### src/rtl/bcd_subtractor_4digits_serial_if.sv
`default_nettype none
// +--------------------------------------------------------------------------+
// | bcd_subtractor_4digits_serial_if                                          |
// | Start/done handshake and operand/result bus of the serial BCD subtractor. |
// | Rev 1.0                                                                   |
// +--------------------------------------------------------------------------+
interface bcd_subtractor_4digits_serial_if;
    logic        start;
    logic [15:0] a;
    logic [15:0] b;
    logic        bin;
    logic        busy;
    logic        done;
    logic [15:0] diff;
    logic        bout;
    logic        invalid;

    modport master (
        output start, a, b, bin,
        input  busy, done, diff, bout, invalid
    );

    modport slave (
        input  start, a, b, bin,
        output busy, done, diff, bout, invalid
    );
endinterface
`default_nettype wire

### src/rtl/bcd_subtractor_4digits_serial.sv
`default_nettype none
// +--------------------------------------------------------------------------+
// | bcd_subtractor_4digits_serial                                            |
// | Digit-serial A - B - bin on 4 packed BCD digits, LSD first, 1 digit/clk. |
// | Rev 1.0                                                                  |
// +--------------------------------------------------------------------------+
module bcd_subtractor_4digits_serial (
    input  wire logic                       clock,
    input  wire logic                       reset_n,
    bcd_subtractor_4digits_serial_if.slave  bus
);

    typedef enum logic [1:0] {
        ST_IDLE = 2'd0,
        ST_CALC = 2'd1,
        ST_DONE = 2'd2
    } state_t;

    state_t      r_state;
    logic [1:0]  r_idx;
    logic [15:0] r_a;
    logic [15:0] r_b;
    logic        r_borrow;
    logic        r_inv;
    logic [15:0] r_work;
    logic        r_busy;
    logic        r_done;
    logic [15:0] r_diff;
    logic        r_bout;
    logic        r_invalid;

    logic [7:0]  w_bad;
    logic        w_inv_in;
    logic [3:0]  w_a_dig;
    logic [3:0]  w_b_dig;
    logic [4:0]  w_t;
    logic        w_borrow;
    logic [3:0]  w_digit;

    // Non-decimal nibble detection on the operands presented at acceptance
    for (genvar i = 0; i < 4; i++) begin : g_digit_check
        assign w_bad[i]     = (bus.a[4*i +: 4] > 4'd9);
        assign w_bad[i + 4] = (bus.b[4*i +: 4] > 4'd9);
    end

    assign w_inv_in = |w_bad;

    assign w_a_dig  = r_a[{r_idx, 2'b00} +: 4];
    assign w_b_dig  = r_b[{r_idx, 2'b00} +: 4];
    assign w_t      = {1'b0, w_a_dig} - {1'b0, w_b_dig} - {4'b0000, r_borrow};
    // A negative 5-bit result wraps; adding ten to its low nibble gives the digit mod 16
    assign w_borrow = w_t[4];
    assign w_digit  = w_borrow ? (w_t[3:0] + 4'd10) : w_t[3:0];

    always_ff @(posedge clock or negedge reset_n) begin
        if (!reset_n) begin
            r_state   <= ST_IDLE;
            r_idx     <= 2'd0;
            r_a       <= 16'h0000;
            r_b       <= 16'h0000;
            r_borrow  <= 1'b0;
            r_inv     <= 1'b0;
            r_work    <= 16'h0000;
            r_busy    <= 1'b0;
            r_done    <= 1'b0;
            r_diff    <= 16'h0000;
            r_bout    <= 1'b0;
            r_invalid <= 1'b0;
        end else begin
            case (r_state)
                ST_IDLE: begin
                    if (bus.start) begin
                        r_a      <= bus.a;
                        r_b      <= bus.b;
                        r_borrow <= bus.bin;
                        r_inv    <= w_inv_in;
                        r_idx    <= 2'd0;
                        r_work   <= 16'h0000;
                        r_busy   <= 1'b1;
                        r_state  <= ST_CALC;
                    end
                end
                ST_CALC: begin
                    r_work[{r_idx, 2'b00} +: 4] <= w_digit;
                    r_borrow <= w_borrow;
                    r_idx    <= r_idx + 2'd1;
                    if (r_idx == 2'd3) begin
                        r_state <= ST_DONE;
                        r_busy  <= 1'b0;
                        r_done  <= 1'b1;
                        if (r_inv) begin
                            r_diff    <= 16'h0000;
                            r_bout    <= 1'b0;
                            r_invalid <= 1'b1;
                        end else begin
                            // Top digit is still in flight, so merge it directly
                            r_diff    <= {w_digit, r_work[11:0]};
                            r_bout    <= w_borrow;
                            r_invalid <= 1'b0;
                        end
                    end
                end
                ST_DONE: begin
                    r_done  <= 1'b0;
                    r_state <= ST_IDLE;
                end
                default: begin
                    r_busy  <= 1'b0;
                    r_done  <= 1'b0;
                    r_state <= ST_IDLE;
                end
            endcase
        end
    end

    assign bus.busy    = r_busy;
    assign bus.done    = r_done;
    assign bus.diff    = r_diff;
    assign bus.bout    = r_bout;
    assign bus.invalid = r_invalid;

endmodule
`default_nettype wire
### src/flat_wrapper.sv
// flat-port wrapper written by rule: the top's interface ports become plain ports
module bcd_subtractor_4digits_serial_flat 
  (clock, reset_n, bus_start, bus_a, bus_b, bus_bin, bus_busy, bus_done, bus_diff, bus_bout, bus_invalid);
  bcd_subtractor_4digits_serial_if bus_i ();
  input  wire logic clock;
  input  wire logic reset_n;
  input wire logic [$bits(bus_i.start)-1:0] bus_start;
  input wire logic [$bits(bus_i.a)-1:0] bus_a;
  input wire logic [$bits(bus_i.b)-1:0] bus_b;
  input wire logic [$bits(bus_i.bin)-1:0] bus_bin;
  output wire logic [$bits(bus_i.busy)-1:0] bus_busy;
  output wire logic [$bits(bus_i.done)-1:0] bus_done;
  output wire logic [$bits(bus_i.diff)-1:0] bus_diff;
  output wire logic [$bits(bus_i.bout)-1:0] bus_bout;
  output wire logic [$bits(bus_i.invalid)-1:0] bus_invalid;
  assign bus_i.start = bus_start;
  assign bus_i.a = bus_a;
  assign bus_i.b = bus_b;
  assign bus_i.bin = bus_bin;
  assign bus_busy = bus_i.busy;
  assign bus_done = bus_i.done;
  assign bus_diff = bus_i.diff;
  assign bus_bout = bus_i.bout;
  assign bus_invalid = bus_i.invalid;
  bcd_subtractor_4digits_serial u_core (.clock(clock), .reset_n(reset_n), .bus(bus_i));
endmodule
### config.mk
export PLATFORM = sky130hd
export DESIGN_NAME = bcd_subtractor_4digits_serial_flat
export DESIGN_NICKNAME = d
export VERILOG_FILES = /design/src/rtl/bcd_subtractor_4digits_serial_if.sv /design/src/rtl/bcd_subtractor_4digits_serial.sv /design/src/flat_wrapper.sv
export SDC_FILE = /design/constraint.sdc
export NUM_CORES = 1
export LEC_CHECK = 0
export ABC_AREA = 1
export ABC_CLOCK_PERIOD_IN_PS = 8100
export CAP_MARGIN = 20
export CELL_PAD_IN_SITES_DETAIL_PLACEMENT = 0
export CELL_PAD_IN_SITES_GLOBAL_PLACEMENT = 1
export CORE_ASPECT_RATIO = 1.25
export CORE_MARGIN = 10
export CORE_UTILIZATION = 44
export CTS_BUF_LIST = sky130_fd_sc_hd__clkbuf_8
export CTS_CLUSTER_SIZE = 20
export DETAILED_ROUTE_END_ITERATION = 10
export GPL_TIMING_DRIVEN = 1
export MAX_ROUTING_LAYER = met4
export PLACE_DENSITY = 0.85
export SYNTH_ARGS = -nofsm -noshare
export SYNTH_HDL_FRONTEND = slang
export SYNTH_SLANG_ARGS = --single-unit
### constraint.sdc
create_clock -name clock -period 8.1 [get_ports clock]
set_input_delay 1.215 -clock clock [delete_from_list [all_inputs] [get_ports clock]]
set_output_delay 1.215 -clock clock [all_outputs]
set_load 0.01 [all_outputs]
**Word level (Yosys, flattened, before mapping)**

Index checks and enable logic that the tools add are counted.

- Register bits after elaboration: 74
- Latch bits: 0
- Memory bits (writable): 0
- Bits in read-only memories: 0
- Bits of input ports: 36
- Output and inout port bits: 20
- Word-level logic and storage cells: 64
- Memories: 0

- $add $sub $neg: 5
- $mul: 0
- Div/mod/pow operators: 0
- Order comparisons: 8
- Equality and inequality tests: 5
- Shifts and indexed selects: 4
- Muxes and demuxes: 19
- Bitwise gates (word level): 2
- Reduce and logical (&&, ||, !) cells: 9

Operator list:

| cell | count |
|---|---|
| greater-than comparator 4 bit, second input constant | 8 |
| 2-to-1 mux 16 bit | 2 |
| one-hot mux 16 bit (2 select lines) | 1 |
| variable part select 16 x 5 -> 4 bit | 2 |
| bitwise mux 16 bit | 1 |
| variable shift 4 x 6 -> 16 bit, first input constant | 1 |
| variable part select 4 x 6 -> 16 bit | 1 |
| AND reduction 2 bit | 5 |
| one-hot mux 2 bit (2 select lines) | 2 |
| OR reduction 8 bit | 1 |
| 2-to-1 mux 1 bit | 6 |
| 2-to-1 mux 2 bit | 3 |
| negator 4 -> 6 bit | 1 |
| subtractor 4 x 4 -> 5 bit | 1 |
| subtractor 5 x 1 -> 5 bit | 1 |
| adder 4 bit, second input constant | 1 |
| equality test 2 bit, second input constant | 2 |
| 2-to-1 mux 4 bit | 1 |
| one-hot mux 1 bit (2 select lines) | 2 |
| one-hot mux 1 bit (3 select lines) | 1 |
| AND reduction 3 bit | 1 |
| adder 2 x 1 -> 2 bit, second input constant | 1 |
| equality test 2 x 1 -> 1 bit, second input constant | 1 |
| zero test 2 bit | 1 |
| other kinds (4) | 5 |

**Longest topological paths before layout**

Gate-level depths: netlist (run 1).

- Depth in word-level cells: 8
- Gate-level depth with buffers: 19

**Worst setup path after synthesis (run 1)**

No wires, ideal clock.

- Kind: flip-flop to flip-flop
- Start point: register u_core.r_idx[0]
- End point: register u_core.r_work[3]
- Library setup time: 0.126 ns
- Arrival time: 2.727 ns
- Required time: 7.974 ns
- Setup slack: 5.247 ns
- Cell stages (with the launch flop): 16
- Period minus slack after synthesis: 2.853 ns
- Cells stage by stage: dfrtp_1 > buf_6 > clkbuf_1 > a21oi_1 > a32o_1 > fa_1 > fa_1 > nand2_1 > nand2_1 > ha_1 > inv_1 > nand4_1 > nand3b_4 > nand2_2 > nand2_1 > o21ai_1

- Cells in the longest elaborated chain, start to end: 8

RTL lines:

| what | line | RTL |
|---|---|---|
| from (decl) | bcd_subtractor_4digits_serial.sv:20 | `logic [1:0] r_idx;` |
| from (signal assigned) | bcd_subtractor_4digits_serial.sv:86 | `r_idx <= r_idx + 2'd1;` |
| variable part select 16 x 5 -> 4 bit (on tied branches) | bcd_subtractor_4digits_serial.sv:48, bcd_subtractor_4digits_serial.sv:49 |  |
| subtractor 4 x 4 -> 5 bit | bcd_subtractor_4digits_serial.sv:50 | `assign w_t = {1'b0, w_a_dig} - {1'b0, w_b_dig} - {4'b0000, r_borrow};` |
| subtractor 5 x 1 -> 5 bit | bcd_subtractor_4digits_serial.sv:50 |  |
| adder 4 bit | bcd_subtractor_4digits_serial.sv:53 | `assign w_digit = w_borrow ? (w_t[3:0] + 4'd10) : w_t[3:0];` |
| 2-to-1 mux 4 bit | bcd_subtractor_4digits_serial.sv:53 |  |
| variable part select 4 x 6 -> 16 bit | bcd_subtractor_4digits_serial.sv:84 | `r_work[{r_idx, 2'b00} +: 4] <= w_digit;` |
| bitwise mux 16 bit * | bcd_subtractor_4digits_serial.sv:84 |  |
| one-hot mux 16 bit (2 select lines) * | bcd_subtractor_4digits_serial.sv:70 | `case (r_state)` |
| to (signal, indexed assignment) | bcd_subtractor_4digits_serial.sv:84 |  |
| to (decl) | bcd_subtractor_4digits_serial.sv:25 | `logic [15:0] r_work;` |

Every way passes the cells marked *; elsewhere a longest branch is shown, timed or not.
A chain may end at the register's enable or synchronous reset.

**Final worst setup path (run 1)**

Ends and elaborated chain as after synthesis.

==> out/metrics.csv, run 1 <==
stage,metric,value,unit
critical_path,worstPathCellList,inv_2 > o21ai_0 > o22ai_1 > fa_1 > fa_1 > nand2_1 > nand2_1 > ha_1 > inv_1 > nand3_1 > nand2_1 > nand3b_4 > nand2_2 > nand2_1 > o21ai_1,
sta,timing.hold.ws,0.485,ns
sta,period_needed,3.39,ns
critical_path,worstRegToRegCells,15,
critical_path,cp_slowest_cell,dfrtp_1,
placement,dp.final_hpwl,5390,um
finish,layout_common_cells,"nand2_1 (135), dfrtp_1 (70), clkdlybuf4s50_1 (54)",
critical_path,critPathKind,reg -> reg,
yosys,synth_cell_types,30,
yosys,synth_seq_area_share,52.9,%
sta,fmax,295,MHz
critical_path,slowest_delay,0.75,ns
finish,fin_area,0.00409,mm^2
clock_tree,cts_sinks,70,
run,cap_violations,0,
die,die_w,97.6,um
route,drtIter0Drc,69,
route,wl_per_cell,13.5,um
sta,hold_viol,0,
die,io_pins,56,
critical_path,crit_path_max_fanout,21,
clock_tree,h-tree-depth,3,
global_routing,first_global_vias,2743,
clock_tree,cts_resized,0,
die,design.core.area,0.00736,mm^2
finish,layout-drive-gt1-share,7.19,%
route,vias,2606,
finish,nNetsFinal,487,
sta,grt_setup_unrepaired,false,
sta,setup_tns,0,ns
pwr,power.leakage,2.01,nW
finish,area_growth,23.5,%
clock_tree,cts_root_buf,clkbuf_8,
global_routing,overflow,0,
sta,fin_crit_sh,41.8,%
sta,setup_viol,0,
sta,max_slew.worst_pin.slew,0.861,ns
clock_tree,cts_setup_buffers,0,
critical_path,cp.depth,15,
pwr,vdd_ir_drop_max,276,uV
critical_path,end_kind,flop,
placement,dp_worst_setup_slack,4.75,ns
finish,utilization,55.5,%
clock_tree,cts_tree,built,
pwr,power_density,491,mW/mm^2
sta,slew_headroom,42.6,%
die,die_h,117,um
global_routing,antenna_found_initial,0,
yosys,synth_edf_count,0,
critical_path,path_common_cell,nand2_1,
status,status,"complete, no violations",
critical_path,crit_family,adder cells,
route,drc,0,
global_routing,grt_pass1_wl,12300,um
placement,dpl_cell_area,0.00390,mm^2
hold_path,holdPathStages,2,
placement,place_congestion,0.811,
yosys,synth_ff_type,dfrtp_1,
die,start_util,45.0,%
route,final_antenna_net_count,0,
clock_tree,path_clk_slew,0.08,ns
clock_tree,clockBufferDepth,2,
die,die_area,0.0114,mm^2
route,totalWireLength,7270,um
global_routing,track_usage,13.4,%
yosys,netlist_area,0.00331,mm^2
clock_tree,clock_latency,0.35,ns
yosys,synthArstFlopShare,100,%
placement,port_buffers,55,
finish,num_antenna_cells,0,
sta,setup_slack,4.71,ns
hold_path,hold_class,reg -> reg,
route,drt_pre_antenna_iters,4,
yosys,synth_nets,434,
route,vias_per_cell,4.85,
finish,final_common_cell,nand2_1,
sta,slew_violations,0,
yosys,syn_area_per_cell,8.55,um^2
clock_tree,numCtsBuffers,9,
clock_tree,ctsHoldBuffers,0,
global_routing,grt_max_degree,71,
critical_path,crit_required,8.37,ns
sta,clock_skew,0.0125,ns
critical_path,cp.buffers_inverters,2,
yosys,ys_seq_elements,70,
critical_path,critical_path_arrival,3.66,ns
yosys,synthCells,387,
yosys,yosys_warnings,0,
die,row_count,35,
critical_path,crit_path_start_kind,flop,
-- worst register-to-register path, delay by kind of cell (launching register included) --
family          cells  cell delay (ns)
simple gates        7             0.63
flops               1             0.75
buf+inv             2             0.42
fa+ha+maj           3             1.09
compound gates      3             0.43
-- sequential cells by signal (all words and copies together), names as in the netlist --
signal	cells
u_core.bus.bout	1
u_core.bus.busy	1
u_core.bus.diff	16
u_core.bus.done	1
u_core.bus.invalid	1
u_core.r_a	16
u_core.r_b	16
u_core.r_borrow	1
u_core.r_idx	2
u_core.r_inv	1
u_core.r_state	2
u_core.r_work	12
-- synth_stat cells, drive strengths merged (2+ instances only) --
library cell,instances,area (um^2)
dfrtp,70,1750
o21ai,45,225
buf,10,62.6
fa,2,40.0
o22ai,13,81.3
ha,9,113
nand3,9,55.1
nor2,10,42.5
clkbuf,5,18.8
nand4,3,18.8
a32o,4,40.0
a21oi,8,40.0
nand2,138,531
inv,50,188
nor3,3,15.0
-- routing by layer --
metal | GRT usage, % | up-vias | wire, um
li1 | - | 1345 | -
met1 | 15.0 | 1186 | 3450
met2 | 22.0 | 61 | 3320
met3 | 4.17 | 14 | 356
met4 | 5.53 | 0 | 145
met5 | - | - | 0
-- cell type report --
class	count	area, um^2
Clock buffer	9	124
Timing Repair Buffer	57	561
Sequential cell	70	1750
Fill cell	713	3270
Clock inverter	7	58.8
Tap cell	92	115
Multi-Input combinational cell	252	1290
Inverter	50	188
-- final timing paths --
check                                        start                 end  slack, ns
worst max-delay path               u_core.r_idx[0]    u_core.r_work[3]       4.71
worst min-delay path            u_core.bus.diff[9]  u_core.bus.diff[9]       0.49
worst max register to register     u_core.r_idx[0]    u_core.r_work[3]       4.71
worst min register to register  u_core.bus.diff[9]  u_core.bus.diff[9]       0.49
max in group asynchronous                  reset_n       u_core.r_b[8]       6.47
min in group asynchronous                  reset_n     u_core.bus.busy       1.06
-- report_power, final --
group | internal (W) | total, W | leakage, nW | switching [W]
combinational | 0.000453 | 0.00114 | 1.01 | 0.000689
sequential | 0.000505 | 0.000604 | 0.899 | 0.0000995
clock | 0.000138 | 0.000262 | 0.103 | 0.000124
total | 0.00110 | 0.00201 | 2.01 | 0.000912
-- cells by family (layout without fill, tap and decap cells) --
| family | after synthesis | in the layout | share of synthesized area (%) |
|---|---|---|---|
| AO/OA/AOI/OAI | 73 | 73 | 12.4 |
| buffers and inverters | 65 | 123 | 8.13 |
| AND/OR/NAND/NOR | 167 | 167 | 21.6 |
| XOR/XNOR | 1 | 1 | 0.265 |
| flip-flops | 70 | 70 | 52.9 |
| adder cells (fa/ha/maj) | 11 | 11 | 4.61 |
-- stage by stage --
stage | instances | power (W)
2_1_floorplan | 387 | 0.00145
3_3_place_gp | 521 | 0.00174
3_5_place_dp | 521 | 0.00176
4_1_cts | 537 | 0.00203
5_1_grt | 537 | 0.00221
6_report | 537 | 0.00201
Note: power is estimated with default switching activity, not from simulation.
==> run 2: changes to the inputs <==
- ABC_CLOCK_PERIOD_IN_PS: 8100 -> 3000
- CORE_UTILIZATION: 44 -> 37
- PLACE_DENSITY: 0.85 -> 0.76
- clock period: 8.1 -> 3 ns (I/O delays scaled with it)
==> run 2 against run 1 <==
  * Die area is 15% higher
  * Maximum frequency up 22%
  * Sequential power grew to 2.7 times the previous value
  * Power rose to 2.9 times the previous value
  * Flip-flop and latch count unchanged
  * Hold slack got worse by 0.41 ns
  * Global-route usage down 0.82 points
  * Setup slack got worse by 4.5 ns
  * Final area is 4.3% higher
  * Via count increased by 3.9%
==> out/metrics.csv, run 2 (synthesized netlist as in run 1, its figures left out) <==
stage,metric,value,unit,change
sta,setup_tns,0,ns,unchanged
critical_path,worstPathCellList,buf_4 > o21ai_0 > o22ai_1 > fa_2 > fa_1 > nand2_1 > nand2_1 > ha_1 > inv_1 > nand3_1 > nand2_1 > nand3b_4 > nand2_2 > nand3_1 > nand2_1,,was inv_2 > o21ai_0 > o22ai_1 > fa_1 > fa_1 > nand2_1 > nand2_1 > ha_1 > inv_1 > nand3_1 > nand2_1 > nand3b_4 > nand2_2 > nand2_1 > o21ai_1
route,final_antenna_net_count,0,,unchanged
sta,hold_viol,0,,unchanged
sta,fin_crit_sh,92.2,%,was 41.8%
global_routing,overflow,0,,unchanged
sta,setup_slack,0.235,ns,was 4.71 ns
critical_path,crit_path_start_kind,flop,,unchanged
finish,nNetsFinal,496,,was 487
die,row_count,38,,was 35
route,wl_met3,305,um,was 356 um
critical_path,critical_path_arrival,3.04,ns,was 3.66 ns
finish,num_antenna_cells,0,,unchanged
critical_path,slowest_delay,0.45,ns,was 0.75 ns
route,totalWireLength,7730,um,was 7270 um
finish,multi_input_area,0.00129,mm^2,about the same
finish,layout_common_cells,"nand2_1 (134), dfrtp_1 (69), clkdlybuf4s50_1 (54)",,"was nand2_1 (135), dfrtp_1 (70), clkdlybuf4s50_1 (54)"
pwr,totalPowerFinal,0.00575,W,was 0.00201 W
placement,dp.final_hpwl,5930,um,was 5390 um
critical_path,crit_path_max_fanout,6,,was 21
global_routing,grt_max_degree,44,,was 71
critical_path,r2r_setup_slack,0.23,ns,was 4.71 ns
run,cap_violations,0,,unchanged
sta,period_needed,2.77,ns,was 3.39 ns
pwr,power_density,1350,mW/mm^2,was 491 mW/mm^2
clock_tree,ctsHoldBuffers,0,,unchanged
route,route.met2.wl,3780,um,was 3320 um
finish,final_common_cell,nand2_1,,unchanged
critical_path,crit_required,3.27,ns,was 8.37 ns
finish,layout-drive-gt1-share,9.91,%,was 7.19%
die,io_pins,56,,unchanged
clock_tree,cts_tree,built,,unchanged
hold_path,hold_class,in -> async,,was reg -> reg
pwr,power.leakage,2.08,nW,was 2.01 nW
die,die_area,0.0132,mm^2,was 0.0114 mm^2
sta,grt_setup_unrepaired,false,,unchanged
sta,fmax,362,MHz,was 295 MHz
placement,place_congestion,0.798,,was 0.811
status,status,"complete, no violations",,unchanged
finish,seq_area,0.00175,mm^2,about the same
critical_path,path_common_cell,nand2_1,,unchanged
route,vias_per_cell,4.72,,was 4.85
critical_path,crit_start,u_core.r_idx[0],,unchanged
placement,port_buffers,55,,unchanged
sta,slew_violations,0,,unchanged
critical_path,cp.depth,15,,unchanged
route,drtIter0Drc,144,,was 69
route,vias,2707,,was 2606
clock_tree,clock_latency,0.34,ns,was 0.35 ns
die,start_util,38.0,%,was 45.0%
sta,max_slew.worst_pin.slew,0.664,ns,was 0.861 ns
critical_path,crit_family,adder cells,,unchanged
die,design.core.area,0.00870,mm^2,was 0.00736 mm^2
route,drc,0,,unchanged
route,drt_pre_antenna_iters,4,,unchanged
clock_tree,h-tree-depth,3,,unchanged
clock_tree,numCtsBuffers,9,,unchanged
global_routing,antenna_found_initial,0,,unchanged
global_routing,track_usage,12.6,%,was 13.4%
pwr,vdd_ir_drop_max,532,uV,was 276 uV
critical_path,critPathKind,reg -> reg,,unchanged
clock_tree,cts_root_buf,clkbuf_8,,unchanged
clock_tree,clockBufferDepth,2,,unchanged
finish,fin_area,0.00426,mm^2,was 0.00409 mm^2
sta,slew_headroom,55.6,%,was 42.6%
critical_path,cp_slowest_cell,dfrtp_2,,was dfrtp_1
global_routing,grt_pass1_wl,13400,um,was 12300 um
sta,setup_viol,0,,unchanged
critical_path,r2r-start,u_core.r_idx[0],,unchanged
route,wl_per_cell,13.5,um,about the same
die,die_h,126,um,was 117 um
route,top_layer,met4,,unchanged
critical_path,worstRegToRegCells,15,,unchanged
critical_path,end_kind,flop,,unchanged
finish,area_growth,28.8,%,was 23.5%
finish,fill_cells,866,,was 713
global_routing,first_global_vias,2823,,was 2743
critical_path,r2r-end,u_core.r_work[7],,was u_core.r_work[3]
placement,dpl_cell_area,0.00400,mm^2,was 0.00390 mm^2
route,m1WireLength,3570,um,was 3450 um
placement,dp_worst_setup_slack,0.104,ns,was 4.75 ns
clock_tree,cts_sinks,70,,unchanged
critical_path,crit_path_end,u_core.r_work[7],,was u_core.r_work[3]
clock_tree,path_clk_slew,0.07,ns,was 0.08 ns
sta,clock_skew,0.0123,ns,was 0.0125 ns
die,die_w,105,um,was 97.6 um
critical_path,cp.buffers_inverters,2,,unchanged
==> run 2: changes by cell type in the layout (fill, tap and decap cells not counted), moves of 2 or more <==
cell	change
buf_4	+8
bufinv_16	+2
clkbuf_8	+2
clkinv_2	-2
==> run 2: repair_timing <==
item                       in CTS  in global routing
setup endpoints to repair       0                 12
buffers inserted                0                  1
resized for setup               0                  4
==> run 2: area by class of cell <==
cell class,count,share of cell area [%]
clock inverters,5,2.29
flip-flops and latches,70,41.1
clock buffers,11,3.55
repair buffers,66,14.7
multi-input cells,252,30.4
well taps,120,3.52
inverters,50,4.46
==> run 2: layer usage <==
metal  vias up  GRT usage [%]
met5         -              -
met4         0           3.40
met3         8           3.47
met2        68           21.1
met1      1267           14.5
li1       1364              -
==> run 2: worst register-to-register path: stages, from the launching register on <==
cell and delay (ns):
dfrtp_2 0.45, buf_4 0.18, o21ai_0 0.16, o22ai_1 0.13
fa_2 0.40, fa_1 0.42, nand2_1 0.08, nand2_1 0.07
ha_1 0.19, inv_1 0.08, nand3_1 0.10, nand2_1 0.11
nand3b_4 0.07, nand2_2 0.11, nand3_1 0.09, nand2_1 0.07
==> run 2: worst min path at each step <==
stage	start	end	slack (ns)
finish	reset_n	u_core.r_state[1]	0.07
floorplan	reset_n	u_core.bus.bout	0.15
global route	reset_n	u_core.bus.done	0.09
detailed placement	reset_n	u_core.r_state[1]	0.45
CTS	reset_n	u_core.bus.busy	0.08
global placement	reset_n	u_core.bus.done	0.44
==> run 2: through the flow <==
step	cells	utilization (%)	hold slack, ns
3_5_place_dp	557	46.0	0.452
2_1_floorplan	387	-	0.154
4_1_cts	573	48.8	0.0778
5_1_grt	574	49.0	0.0872
3_3_place_gp	557	46.0	0.441
6_report	574	49.0	0.0746
==> run 2: where the power goes <==
| group | total, W | switching (W) | internal [W] | leakage [nW] |
|---|---|---|---|---|
| Sequential | 0.00161 | 0.000244 | 0.00137 | 0.898 |
| Clock | 0.000928 | 0.000335 | 0.000592 | 0.132 |
| Combinational | 0.00321 | 0.00191 | 0.00130 | 1.05 |
